--- src/rtl/whack_pkg.sv ---
// Shared types and width helpers for the whack-a-mole round scheduler.
// Latency: n/a (declarations only).
// Backpressure: n/a.
package whack_pkg;

  typedef enum logic [1:0] {
    IDLE = 2'd0,
    GAP  = 2'd1,
    SHOW = 2'd2,
    DONE = 2'd3
  } state_t;

  // Number of hits between successive show-window reductions.
  localparam int SPEEDUP_STEP = 4;

  // Width of a mole index; kept at least 1 so buses never collapse.
  function automatic int idx_w(input int n_moles);
    return (n_moles > 1) ? $clog2(n_moles) : 1;
  endfunction

  // Width needed to hold a count value up to and including maxval.
  function automatic int cnt_w(input int maxval);
    return (maxval > 1) ? $clog2(maxval + 1) : 1;
  endfunction

endpackage

--- src/rtl/wam_tick_timer.sv ---
// Loadable down-counter of tick pulses; done fires on the tick that takes it to zero.
// Latency: done is combinational with the qualifying tick (same cycle).
// Backpressure: none; load wins over a coincident tick.
module wam_tick_timer #(
  parameter int W = 3
) (
  input  logic         clk,
  input  logic         rst_n,
  input  logic         load_i,
  input  logic [W-1:0] load_val_i,
  input  logic         tick_i,
  output logic         done_o
);

  logic [W-1:0] cnt_q, cnt_d;

  // Next count: reload has priority, otherwise step down on each tick, parking at zero.
  always_comb begin
    cnt_d = cnt_q;
    if (load_i) begin
      cnt_d = load_val_i;
    end else if (tick_i && (cnt_q != '0)) begin
      cnt_d = cnt_q - W'(1);
    end
  end

  // Count register.
  always_ff @(posedge clk or negedge rst_n) begin
    if (!rst_n) begin
      cnt_q <= '0;
    end else begin
      cnt_q <= cnt_d;
    end
  end

  assign done_o = tick_i & (cnt_q == W'(1));

endmodule

--- src/rtl/mole_round_scheduler.sv ---
// Whack-a-mole game sequencer: gap, show one mole, score hit/miss, for ROUNDS rounds.
// Latency: btn/tick decisions appear on mole/score/misses/pulses one cycle later.
// Backpressure: none; start outside IDLE/DONE and btn outside SHOW are dropped. Option: MOLE_SPEEDUP_EN.
module mole_round_scheduler
  import whack_pkg::*;
#(
  parameter int N_MOLES    = 8,
  parameter int GAP_TICKS  = 2,
  parameter int SHOW_TICKS = 4,
  parameter int MIN_SHOW   = 1,
  parameter int ROUNDS     = 20,
  parameter int SCORE_W    = 8
) (
  input  logic                      clk,
  input  logic                      rst_n,
  input  logic                      start,
  input  logic                      tick,
  input  logic [idx_w(N_MOLES)-1:0] rnd,
  input  logic [N_MOLES-1:0]        btn,
  output logic                      tick_en,
  output logic [N_MOLES-1:0]        mole,
  output logic [SCORE_W-1:0]        score,
  output logic [SCORE_W-1:0]        misses,
  output logic                      hit_pulse,
  output logic                      miss_pulse,
  output logic                      busy,
  output logic                      game_over
);

  localparam int IDX_W = idx_w(N_MOLES);
  // The shared timer must hold the largest value it can ever be loaded with.
  localparam int MAX_LOAD_A = (GAP_TICKS > SHOW_TICKS) ? GAP_TICKS : SHOW_TICKS;
  localparam int MAX_LOAD   = (MAX_LOAD_A > MIN_SHOW) ? MAX_LOAD_A : MIN_SHOW;
  localparam int CNT_W      = cnt_w(MAX_LOAD);
  localparam int RND_W      = cnt_w(ROUNDS);

  state_t             state_q, state_d;
  logic [RND_W-1:0]   round_q, round_d;
  logic [SCORE_W-1:0] score_q, score_d;
  logic [SCORE_W-1:0] misses_q, misses_d;
  logic [IDX_W-1:0]   idx_q, idx_d;
  logic               hit_q, hit_d;
  logic               miss_q, miss_d;

  logic               start_ok;
  logic               hit_now;
  logic               miss_now;
  logic               tmr_load;
  logic [CNT_W-1:0]   tmr_val;
  logic               tmr_done;
  logic [CNT_W-1:0]   window;
  logic [N_MOLES-1:0] target;

  assign target   = N_MOLES'(1) << idx_q;
  assign tick_en  = (state_q == GAP) || (state_q == SHOW);
  assign start_ok = start && ((state_q == IDLE) || (state_q == DONE));

  // One timer serves both the gap and the show window; ticks only count while enabled.
  wam_tick_timer #(.W(CNT_W)) u_timer (
    .clk        (clk),
    .rst_n      (rst_n),
    .load_i     (tmr_load),
    .load_val_i (tmr_val),
    .tick_i     (tick & tick_en),
    .done_o     (tmr_done)
  );

`ifdef MOLE_SPEEDUP_EN
  localparam int STEP_W = cnt_w(SPEEDUP_STEP - 1);

  logic [CNT_W-1:0]  win_q, win_d;
  logic [STEP_W-1:0] step_q, step_d;

  // Shrink the show window by one after every SPEEDUP_STEP hits, floored at MIN_SHOW.
  always_comb begin
    win_d  = win_q;
    step_d = step_q;
    if (start_ok) begin
      win_d  = CNT_W'(SHOW_TICKS);
      step_d = '0;
    end else if (hit_now) begin
      if (step_q == STEP_W'(SPEEDUP_STEP - 1)) begin
        step_d = '0;
        if (win_q > CNT_W'(MIN_SHOW)) begin
          win_d = win_q - CNT_W'(1);
        end
      end else begin
        step_d = step_q + STEP_W'(1);
      end
    end
  end

  // Window and hit-step registers.
  always_ff @(posedge clk or negedge rst_n) begin
    if (!rst_n) begin
      win_q  <= '0;
      step_q <= '0;
    end else begin
      win_q  <= win_d;
      step_q <= step_d;
    end
  end

  assign window = win_q;
`else
  assign window = CNT_W'(SHOW_TICKS);
`endif

  // Next-state and bookkeeping: hit beats wrong press beats timeout within SHOW.
  always_comb begin
    state_d  = state_q;
    round_d  = round_q;
    score_d  = score_q;
    misses_d = misses_q;
    idx_d    = idx_q;
    hit_d    = 1'b0;
    miss_d   = 1'b0;
    hit_now  = 1'b0;
    miss_now = 1'b0;
    tmr_load = 1'b0;
    tmr_val  = CNT_W'(GAP_TICKS);

    case (state_q)
      IDLE, DONE: begin
        if (start_ok) begin
          state_d  = GAP;
          round_d  = '0;
          score_d  = '0;
          misses_d = '0;
          tmr_load = 1'b1;
          tmr_val  = CNT_W'(GAP_TICKS);
        end
      end
      GAP: begin
        if (tmr_done) begin
          state_d  = SHOW;
          idx_d    = rnd;
          tmr_load = 1'b1;
          tmr_val  = window;
        end
      end
      SHOW: begin
        if (btn == target) begin
          hit_now = 1'b1;
        end else if (btn != '0) begin
          miss_now = 1'b1;
        end else if (tmr_done) begin
          miss_now = 1'b1;
        end

        if (hit_now || miss_now) begin
          hit_d    = hit_now;
          miss_d   = miss_now;
          round_d  = round_q + RND_W'(1);
          tmr_load = 1'b1;
          tmr_val  = CNT_W'(GAP_TICKS);
          state_d  = (round_d == RND_W'(ROUNDS)) ? DONE : GAP;
          if (hit_now && (score_q != '1)) begin
            score_d = score_q + SCORE_W'(1);
          end
          if (miss_now && (misses_q != '1)) begin
            misses_d = misses_q + SCORE_W'(1);
          end
        end
      end
      default: state_d = IDLE;
    endcase
  end

  // Game state registers.
  always_ff @(posedge clk or negedge rst_n) begin
    if (!rst_n) begin
      state_q  <= IDLE;
      round_q  <= '0;
      score_q  <= '0;
      misses_q <= '0;
      idx_q    <= '0;
      hit_q    <= 1'b0;
      miss_q   <= 1'b0;
    end else begin
      state_q  <= state_d;
      round_q  <= round_d;
      score_q  <= score_d;
      misses_q <= misses_d;
      idx_q    <= idx_d;
      hit_q    <= hit_d;
      miss_q   <= miss_d;
    end
  end

  assign mole       = (state_q == SHOW) ? target : '0;
  assign score      = score_q;
  assign misses     = misses_q;
  assign hit_pulse  = hit_q;
  assign miss_pulse = miss_q;
  assign busy       = tick_en;
  assign game_over  = (state_q == DONE);

endmodule
--- config.mk ---
export PLATFORM = sky130hd
export DESIGN_NAME = mole_round_scheduler
export DESIGN_NICKNAME = d
export VERILOG_FILES = /design/src/rtl/whack_pkg.sv /design/src/rtl/wam_tick_timer.sv /design/src/rtl/mole_round_scheduler.sv
export SDC_FILE = /design/constraint.sdc
export NUM_CORES = 1
export LEC_CHECK = 0
export ABC_AREA = 1
export BUFFER_PORTS_ARGS = -buffer_cell sky130_fd_sc_hd__buf_2
export CAP_MARGIN = 20
export CORE_ASPECT_RATIO = 1.2
export CORE_MARGIN = 10
export CORE_UTILIZATION = 55
export CTS_BUF_LIST = sky130_fd_sc_hd__clkbuf_4
export CTS_CLUSTER_DIAMETER = 80
export CTS_CLUSTER_SIZE = 28
export DETAILED_ROUTE_END_ITERATION = 10
export GPL_ROUTABILITY_DRIVEN = 0
export GPL_TIMING_DRIVEN = 0
export PLACE_DENSITY = 0.8
export SETUP_SLACK_MARGIN = 0.3
export SKIP_CTS_REPAIR_TIMING = 1
export SLEW_MARGIN = 20
export SYNTH_ARGS = -nofsm -noshare
export SYNTH_HDL_FRONTEND = slang
export SYNTH_SLANG_ARGS = --single-unit
--- constraint.sdc ---
create_clock -name clk -period 2.5 [get_ports clk]
set_input_delay 0.5 -clock clk [delete_from_list [all_inputs] [get_ports clk]]
set_output_delay 0.5 -clock clk [all_outputs]
set_load 0.05 [all_outputs]
# Yosys cells after proc, flatten, opt, wreduce, memory -nomap -nowiden
# Index checks and enable logic that the tools add are counted.
# classes
div	0
bitwise_logic	2
mux	33
n_eq_ne	13
reduce_logical	19
add_sub_neg	4
n_shift	1
order_cmp	0
n_mul	0
# ops
cell	count
8-bit two-way mux	6
8-bit case mux with 2 select lines	2
8-bit by 1-bit adder with 8-bit output (second input constant)	2
8-bit inequality test (second input constant)	2
1-bit two-way mux	12
5-bit two-way mux	2
5-bit case mux with 2 select lines	1
3-bit two-way mux	3
8-bit equality test	1
2-bit two-way mux	4
4-bit AND reduction	2
8-bit nonzero test	1
1-bit by 3-bit left shift with 8-bit output (first input constant)	1
2-bit by 1-bit inequality test with 1-bit output (second input constant)	3
2-bit case mux with 3 select lines	1
3-bit case mux with 2 select lines	1
3-bit AND reduction	2
5-bit by 1-bit adder with 5-bit output (second input constant)	1
5-bit equality test (second input constant)	1
2-bit equality test (second input constant)	2
1-bit logical AND	4
2-bit inequality test (second input constant)	2
2-bit nonzero test	2
3-bit by 1-bit equality test with 1-bit output (second input constant)	1
10 further kinds	13
# word_totals
elab_cells	80
mem_count	0
rom_bits	0
ram_bits	0
input_bits	15
output_inout_bits	29
regBits	31
latchBits	0

# Longest topological paths before layout
# Gate-level depths: netlist of the first run.
# depth
word_depth	12
mapped_depth	14
mapped_depth_nobuf	13

# Modules after synthesis
# A second synthesis of the first run with hierarchy kept.
# unflattened
cells_unflattened	303
area_unflattened_um2	2188.3
# by_module_without_submodules
mod	seq_area_each_um2	area_per_inst_um2	cells_each	n_inst
mole_round_scheduler	700.7	1975.6	273	1
wam_tick_timer	75.1	212.7	30	1

# Least setup slack after synthesis of the first run
# OpenSTA, ideal clock, no wires.
# synth_timing
path_kind	register to output
startpoint	register state_q[0]
endpoint	output mole[0]
stages_incl_launch_ff	7
t_arrival_ns	1.842
setup_slack_ns	0.158
n_path_buf	2
cell_sequence	dfrtp_1 inv_1 ha_1 buf_2 inv_1 clkbuf_1 nor2_1
# synth_via
elab_chain_cells	2
# synth_lines
element	line_no	rtl
start: declaration	mole_round_scheduler.sv:37	state_t state_q, state_d;
start signal: assignment	mole_round_scheduler.sv:181	state_q <= state_d;
2-bit equality test	mole_round_scheduler.sv:191	assign mole = (state_q == SHOW) ? target : '0;
8-bit two-way mux	mole_round_scheduler.sv:191	
end: declaration	mole_round_scheduler.sv:21	output logic [N_MOLES-1:0] mole,
# No other way between the ends.

# Worst setup path after layout of the first run
# Same ends and word-level chain as after synthesis.

==> results of run 1 <==
==> kinds of logic (layout without fill, tap and decap cells) <==
group                    count (synthesis)  count (layout)  share of synthesized area
AND/OR/NAND/NOR                        174             174                      0.384
buffers and inverters                   41             100                     0.0975
flip-flops                              31              31                      0.349
AO/OA/AOI/OAI                           17              17                     0.0563
XOR/XNOR                                13              13                     0.0513
adder cells (fa/ha/maj)                 11              11                     0.0620
==> stage by stage <==
| step | hold WS [ps] | std cells |
|---|---|---|
| after CTS | 212 | 392 |
| after detailed placement | 498 | 384 |
| after global placement | 497 | 384 |
| after floorplan | 204 | 287 |
| final | 195 | 400 |
| after global routing | 241 | 400 |
==> where the power goes <==
part,internal (W),switching (W)
combinational,0.000548,0.00104
sequential,0.000605,0.0000881
clock,0.000206,0.000183
total,0.00136,0.00131
==> flip-flops by register name, summed over array words and instances (netlist names) <==
signal	cells
misses	8
state_q	2
idx_q	3
score	8
hit_pulse	1
round_q	5
miss_pulse	1
u_timer.cnt_q	3
==> worst max-delay path, cell delays in order (launching register included) <==
cell        delay, ps
dfrtp_2           450
inv_2              90
ha_4              140
buf_6             100
clkinvlp_4        140
buf_8             180
nor2_4            100
buf_6             160
==> routing by layer <==
| layer | track usage | part of all wire |
|---|---|---|
| met4 | 0.0506 | 0.020 |
| met2 | 0.278 | 0.53 |
| met3 | 0.0448 | 0.053 |
| met1 | 0.157 | 0.40 |
| met5 | 0 | 0 |
==> cell type report <==
type	count	area, µm²	share of cell area
multi-input cells	215	1300	0.461
flip-flops and latches	31	777	0.275
clock buffers	5	37.5	0.0133
well taps	54	67.6	0.0239
inverters	32	144	0.0509
repair buffers	51	365	0.129
plain buffers	9	93.8	0.0332
clock inverters	3	38.8	0.0137
==> how the worst max path moves through the flow <==
stage / start / endpoint / cells after the start / slack (ps)
after floorplan: state_q[0]$_DFFE_PN0P_ / mole[0] / 6 / 160
after global placement: state_q[0]$_DFFE_PN0P_ / mole[1] / 7 / 220
after detailed placement: state_q[0]$_DFFE_PN0P_ / mole[3] / 7 / 190
after CTS: state_q[0]$_DFFE_PN0P_ / mole[3] / 7 / -200
after global routing: state_q[0]$_DFFE_PN0P_ / mole[3] / 7 / 240
final: state_q[0]$_DFFE_PN0P_ / mole[0] / 7 / 300
==> layout by cell type (no fill, tap or decap), drive strengths merged <==
| master | instances |
|---|---|
| clkinv | 2 |
| ha | 11 |
| nand3 | 38 |
| o21bai | 1 |
| clkinvlp | 1 |
| nand2 | 81 |
| a21oi | 5 |
| xor2 | 10 |
| nor4 | 1 |
| clkbuf | 7 |
| bufinv | 1 |
| a31o | 1 |
| buf | 58 |
| xnor2 | 3 |
| nand4 | 16 |
| o32ai | 1 |
| nor3b | 1 |
| inv | 31 |
| dfrtp | 31 |
| o21a | 3 |
| o21ai | 6 |
| nor2 | 37 |
==> flow_summary.yaml, run 1 <==
status:
  outcome: "finished clean"
grt:
  grt_max_degree: 32
  track_usage: 0.149
  grt_pass1_wl_mm: 8.65
  antenna_found_initial: 0
  gr-total-overflow: 0
  grt_pass1_vias: 2043
synth:
  synth_fp_nets: 313
  ys.flop_type: "dfrtp_1"
  ys_async_sr_fraction: 1.00
  syn-instance-count: 287
  yosysUniqueCellTypes: 31
  ys_seq_elements: 31
  ys_seq_area_frac: 0.349
  synth_area_leaders: "dfrtp_1 35%, nand2_1 12%, nand3_1 6.5%"
  synth_most_common_cell: "nand2_1"
  synth_top_area_cell: "dfrtp_1"
  yosys-top-cells-count: "72 x nand2_1, 34 x nor2_1, 31 x dfrtp_1, 29 x nand3_1, 28 x inv_1"
  ys_warn_count: 0
  synth_area_per_cell_um2: 7.74
  synth_top_area_share: 0.349
  synth_edf_count: 0
  netlist_area_um2: 2220
floorplan:
  dieWidth_um: 78.0
  chipHeight_um: 89.6
  initial_core_util: 0.568
  core_area_um2: 3910
  fp-row-count: 25
  die_area_um2: 6990
  pin_count: 44
routing:
  first_pass_iters: 4
  wl_per_cell_um: 13.6
  drt_drc_violations_left: 0
  wirelength_mm: 5.45
  ant_nets: 0
  vias: 2098
  drt_iter0_drc: 115
  avgViaCountPerCell: 5.25
worst_setup_path:
  cp_max_fo: 5
  regToRegEndpoint: "score[2]$_DFFE_PN0P_"
  critPathLaunchType: "register"
  path_class: "reg -> out"
  rr_startpoint: "state_q[0]$_DFFE_PN0P_"
  ff2ff_setup_slack_ps: 570
  cp-end-kind: "output port"
  cp.required_ps: 2000
  arrival_ps: 1700
  worst_r2r_path_depth: 10
finish:
  nets: 371
  final_util: 0.723
  final_area_um2: 2830
  area_delta_synth_final_pct: 27.2
  layout-drive-gt1-share: 0.306
  fillers: 295
  antenna_cells: 0
placement:
  dp_hpwl_mm: 3.66
  io_buffers: 43
  placed_cell_area_um2: 2500
  dp_slack_ps: 192
timing:
  rsz0062_at_grt: "yes"
  worst_pin_slew_ps: 700
  min_period_ps: 2200
  finalSetupViolCount: 0
  finClkSkew_ps: 18.2
  fin_ws_ps: 304
  timing.fmax_mhz: 455
  post-route-period-util: 0.878
  slew_headroom: 0.534
  slew_viol_final: 0
  setup_tns_ps: 0
  finalHoldViolations: 0
clock_network:
  clock_latency_ps: 340
  ctsHtreeMaxLevel: 2
  clock-sinks: 31
  clk_pin_slew_ps: 110
  cts_buffer_depth: 2
  root_buffer: "clkbuf_4"
  cts_buffers: 5
  tritoncts: "done"
hold_path:
  hold_class: "in -> async"
run:
  maxCapViolCount: 0
pwr:
  power_density_nw_per_um2: 945
  p_leak_nw: 1.49
  totalPowerFinal_w: 0.00267
  peakVddDrop_uv: 593
(Power assumes the default switching activity.)
==> run 2: changes to the inputs <==
--- a/config.mk
+++ b/config.mk
@@ -6,7 +6,6 @@
 export NUM_CORES = 1
 export LEC_CHECK = 0
 export ABC_AREA = 1
-export BUFFER_PORTS_ARGS = -buffer_cell sky130_fd_sc_hd__buf_2
 export CAP_MARGIN = 20
 export CORE_ASPECT_RATIO = 1.2
 export CORE_MARGIN = 10
@@ -15,9 +14,10 @@
 export CTS_CLUSTER_DIAMETER = 80
 export CTS_CLUSTER_SIZE = 28
 export DETAILED_ROUTE_END_ITERATION = 10
+export DONT_BUFFER_PORTS = 1
 export GPL_ROUTABILITY_DRIVEN = 0
 export GPL_TIMING_DRIVEN = 0
-export PLACE_DENSITY = 0.8
+export PLACE_DENSITY = 0.7
 export SETUP_SLACK_MARGIN = 0.3
 export SKIP_CTS_REPAIR_TIMING = 1
 export SLEW_MARGIN = 20
==> constraint.sdc (replaced) <==
create_clock -name clk -period 2.2 [get_ports clk]
set_input_delay 0.44 -clock clk [delete_from_list [all_inputs] [get_ports clk]]
set_output_delay 0.44 -clock clk [all_outputs]
set_load 0.05 [all_outputs]
==> flow_summary.yaml, run 2 (synthesis gave the netlist of run 1 again) <==
status:
  outcome: "finished clean"
pwr:
  combPwrFrac: 0.602
  p_clk_frac: 0.102
  p_switching_w: 0.00151
  p_int_w: 0.00149
  power_density_nw_per_um2: 1150
  seqPwrFrac: 0.297
  peakVddDrop_uv: 734
  swShare: 0.503
  p_leak_nw: 1.25
placement:
  io_buffers: 0
  placed_cell_area_um2: 2360
  dp_hpwl_mm: 3.66
  dp_slack_ps: 101
grt:
  grt_pass1_vias: 1804
  grt_pass1_wl_mm: 8.28
  grt_max_degree: 32
  track_usage: 0.144
  antenna_found_initial: 0
  gr-total-overflow: 0
routing:
  wl_per_cell_um: 13.5
  avgViaCountPerCell: 5.25
  vias: 1873
  drt_iter0_drc: 69
  first_pass_iters: 4
  drt_drc_violations_left: 0
  wirelength_mm: 4.81
  ant_nets: 0
clock_network:
  cts_buffers: 5
  cts_buffer_depth: 2
  root_buffer: "clkbuf_4"
  ctsHtreeMaxLevel: 2
  tritoncts: "done"
  clk_pin_slew_ps: 100
  clock_latency_ps: 330
  clock-sinks: 31
worst_setup_path:
  path_class: "reg -> out"
  arrival_ps: 1670
  cp.required_ps: 1760
  cp-end-kind: "output port"
  cpMaxStageDelayCell: "dfrtp_2"
  critPathLaunchType: "register"
  cp_max_fo: 10
  cp_slowest_stage_delay_ps: 450
  worstPathCellList: "inv_2, ha_4, buf_6, clkinvlp_4, buf_12, nor2_4"
finish:
  nets: 329
  layout_commonest_cell: "nand2_1"
  seq_area_um2: 785
  area_delta_synth_final_pct: 17.1
  mostFrequentLayoutCells: "70 x nand2_1, 28 x nand3_1, 26 x inv_1"
  multi_input_area_um2: 1350
  fillers: 325
  final_area_um2: 2600
  layout-drive-gt1-share: 0.254
  antenna_cells: 0
timing:
  worst_pin_slew_ps: 636
  rsz0062_at_grt: "yes"
  finalHoldViolations: 0
  post-route-period-util: 0.960
  fin_ws_ps: 87.5
  timing.fmax_mhz: 473
  slew_viol_final: 0
  finalSetupViolCount: 0
  min_period_ps: 2110
  slew_headroom: 0.576
  finClkSkew_ps: 14.3
floorplan:
  chipHeight_um: 89.6
  core_area_um2: 3910
  pin_count: 44
  die_area_um2: 6990
  dieWidth_um: 78.0
  fp-row-count: 25
  initial_core_util: 0.568
hold_path:
  hold_class: "in -> reg"
run:
  maxCapViolCount: 0
-- run 2: cell count changes in the layout (fill, tap and decap cells not counted), moves of 2 or more --
cell	delta
nand2_1	-2
buf_12	+3
dfrtp_1	-6
ha_1	-2
nand2_2	+2
dfrtp_2	+6
buf_4	-3
nor2_4	+2
buf_2	-35
nor2_2	+2
nor2_1	-4
buf_8	-7
-- run 2: path summary, 6_finish.rpt --
path                                               from                      endpoint  slack (ps)  cells past startpoint
max reg2reg                      state_q[0]$_DFFE_PN0P_         misses[4]$_DFFE_PN0P_         360                     11
min                                              rnd[0]          idx_q[0]$_DFFE_PN0P_         260                      2
max                              state_q[0]$_DFFE_PN0P_                       mole[3]          90                      6
min in group asynchronous                         rst_n          idx_q[1]$_DFFE_PN0P_         530                      2
min reg2reg                u_timer.cnt_q[2]$_DFFE_PN0P_  u_timer.cnt_q[2]$_DFFE_PN0P_         520                      2
max in group asynchronous                         rst_n          score[0]$_DFFE_PN0P_        1480                      2
-- run 2: cell type report --
| cell class | instances | share of cell area |
|---|---|---|
| Tap cell | 54 | 0.0260 |
| Inverter | 32 | 0.0582 |
| Timing Repair Buffer | 9 | 0.0366 |
| Buffer | 9 | 0.0394 |
| Clock buffer | 5 | 0.0144 |
| Sequential cell | 31 | 0.302 |
| Clock inverter | 2 | 0.00337 |
| Multi-Input combinational cell | 215 | 0.520 |
-- run 2: power by group through the flow --
stage	logic, W	clock network [W]	registers [W]
floorplan	0.00126	0	0.000863
global placement	0.00148	0	0.000885
detailed placement	0.00149	0	0.000886
CTS	0.00150	0.000318	0.000874
global route	0.00199	0.000340	0.000908
finish	0.00180	0.000305	0.000889
-- run 2: layer usage --
metal | GRT usage | wire length [µm]
met5 | 0 | 0
met4 | 0.0424 | 48
met3 | 0.0528 | 335
met2 | 0.263 | 2490
met1 | 0.154 | 1940
-- run 2: stage by stage --
stage               TNS (ps)  power [W]  hold slack [ps]  utilization  cells
floorplan                  0    0.00213              144            -    287
global route               0    0.00324              250        0.665    357
detailed placement         0    0.00238              145        0.604    341
finish                     0    0.00300              258        0.665    357
CTS                    -2110    0.00269             -225        0.616    348
global placement           0    0.00237              145        0.604    341
-- run 2: critical path: cells and delay by family (launching register included) --
kind                     cells  cell delay [ps]
adder cells (fa/ha/maj)      1              140
flip-flops                   1              450
buffers and inverters        4              450
AND/OR/NAND/NOR              1              300
==> run 3: changes to the inputs <==
--- a/config.mk
+++ b/config.mk
@@ -18,7 +18,6 @@
 export GPL_ROUTABILITY_DRIVEN = 0
 export GPL_TIMING_DRIVEN = 0
 export PLACE_DENSITY = 0.7
-export SETUP_SLACK_MARGIN = 0.3
 export SKIP_CTS_REPAIR_TIMING = 1
 export SLEW_MARGIN = 20
 export SYNTH_ARGS = -nofsm -noshare
==> flow_summary.yaml, run 3 (synthesis gave the netlist of run 1 again) <==
pwr:
  p_switching_w: 0.00147
  seqPwrFrac: 0.314
  combPwrFrac: 0.573
  power_density_nw_per_um2: 1120
  swShare: 0.519
  p_leak_nw: 1.26
  peakVddDrop_uv: 697
  p_int_w: 0.00136
  p_clk_frac: 0.113
worst_setup_path:
  cpMaxStageDelayCell: "dfrtp_2"
  arrival_ps: 1690
  worst_path_dominant_cell_family: "buffers and inverters"
  path_class: "reg -> out"
  cp-end-kind: "output port"
  cp.required_ps: 1760
  cp_max_fo: 5
  worstPathCellList: "inv_2, ha_4, buf_6, clkinvlp_4, clkbuf_16, nor2_4"
  critical_path_buf_inv_count: 4
  cp_slowest_stage_delay_ps: 450
  critPathLaunchType: "register"
finish:
  layout-drive-gt1-share: 0.209
  layout_commonest_cell: "nand2_1"
  mostFrequentLayoutCells: "72 x nand2_1, 29 x nand3_1, 29 x dfrtp_1"
  final_util: 0.648
  fin_cells: 356
  nets: 328
  area_delta_synth_final_pct: 14.0
  antenna_cells: 0
routing:
  first_pass_iters: 5
  wl_per_cell_um: 14.3
  top_layer_used: "met4"
  ant_nets: 0
  drt_drc_violations_left: 0
  wirelength_mm: 5.10
  drt_iter0_drc: 106
  avgViaCountPerCell: 5.28
  wl_met2_mm: 2.65
  wl_met3_um: 282
  vias: 1881
  wl_met1_mm: 2.12
clock_network:
  root_buffer: "clkbuf_4"
  ctsHtreeMaxLevel: 2
  tritoncts: "done"
  clock-sinks: 31
  clock_latency_ps: 340
  clk_pin_slew_ps: 100
  cts_buffers: 5
  cts_buffer_depth: 2
floorplan:
  fp-row-count: 25
  initial_core_util: 0.568
  dieWidth_um: 78.0
  chipHeight_um: 89.6
  pin_count: 44
  die_area_um2: 6990
  core_area_um2: 3910
placement:
  dp.cells: 341
  dp_hpwl_mm: 3.68
  io_buffers: 0
run:
  maxCapViolCount: 0
timing:
  finalHoldViolations: 0
  min_period_ps: 2130
  timing.fmax_mhz: 470
  finClkSkew_ps: 10.4
  post-route-period-util: 0.966
  finalSetupViolCount: 0
  slew_headroom: 0.590
  worst_pin_slew_ps: 615
  whs_ps: 262
  slew_viol_final: 0
grt:
  track_usage: 0.152
  grt_pass1_wl_mm: 8.59
  gr-total-overflow: 0
  antenna_found_initial: 0
  grt_max_degree: 32
  grt_pass1_vias: 1841
status:
  outcome: "finished clean"
hold_path:
  hold_class: "in -> reg"
-- run 3: through the flow --
step | instance area [µm²] | total power, W | setup TNS [ps] | setup slack, ps
3_5_place_dp | 2290 | 0.00234 | -3030 | -400
5_1_grt | 2530 | 0.00307 | -47.1 | -12.9
2_1_floorplan | 2220 | 0.00206 | -656 | -82.0
4_1_cts | 2330 | 0.00267 | -6110 | -785
6_report | 2530 | 0.00283 | 0 | 73.9
3_3_place_gp | 2290 | 0.00231 | -3070 | -400
-- run 3: layer usage --
layer	vias up	track usage
met4	0	0.0587
met3	7	0.0458
met2	33	0.257
li1	958	-
met1	883	0.178
met5	-	0
-- run 3: layout make-up --
| class | instances | area, µm² |
|---|---|---|
| Inverter | 32 | 145 |
| Buffer | 9 | 98.8 |
| Fill cell | 361 | 1380 |
| Multi-Input combinational cell | 215 | 1300 |
| Clock inverter | 2 | 8.76 |
| Sequential cell | 31 | 778 |
| Clock buffer | 5 | 37.5 |
| Timing Repair Buffer | 8 | 92.6 |
| Tap cell | 54 | 67.6 |
-- run 3: worst paths after layout --
kind | startpoint | endpoint | slack [ps] | cells after the start
max in group asynchronous | rst_n | state_q[0]$_DFFE_PN0P_ | 1450 | 2
max reg2reg | score[1]$_DFFE_PN0P_ | score[6]$_DFFE_PN0P_ | 160 | 9
min reg2reg | u_timer.cnt_q[0]$_DFFE_PN0P_ | u_timer.cnt_q[0]$_DFFE_PN0P_ | 540 | 2
min | rnd[1] | idx_q[1]$_DFFE_PN0P_ | 260 | 2
min in group asynchronous | rst_n | score[7]$_DFFE_PN0P_ | 550 | 2
max | state_q[0]$_DFFE_PN0P_ | mole[4] | 70 | 6
-- run 3: power groups by stage --
stage / Sequential (W) / Combinational, W / Clock, W
after floorplan: 0.000863 / 0.00120 / 0
after global placement: 0.000883 / 0.00142 / 0
after detailed placement: 0.000892 / 0.00144 / 0
after CTS: 0.000879 / 0.00146 / 0.000334
after global routing: 0.000906 / 0.00180 / 0.000355
final: 0.000887 / 0.00162 / 0.000319
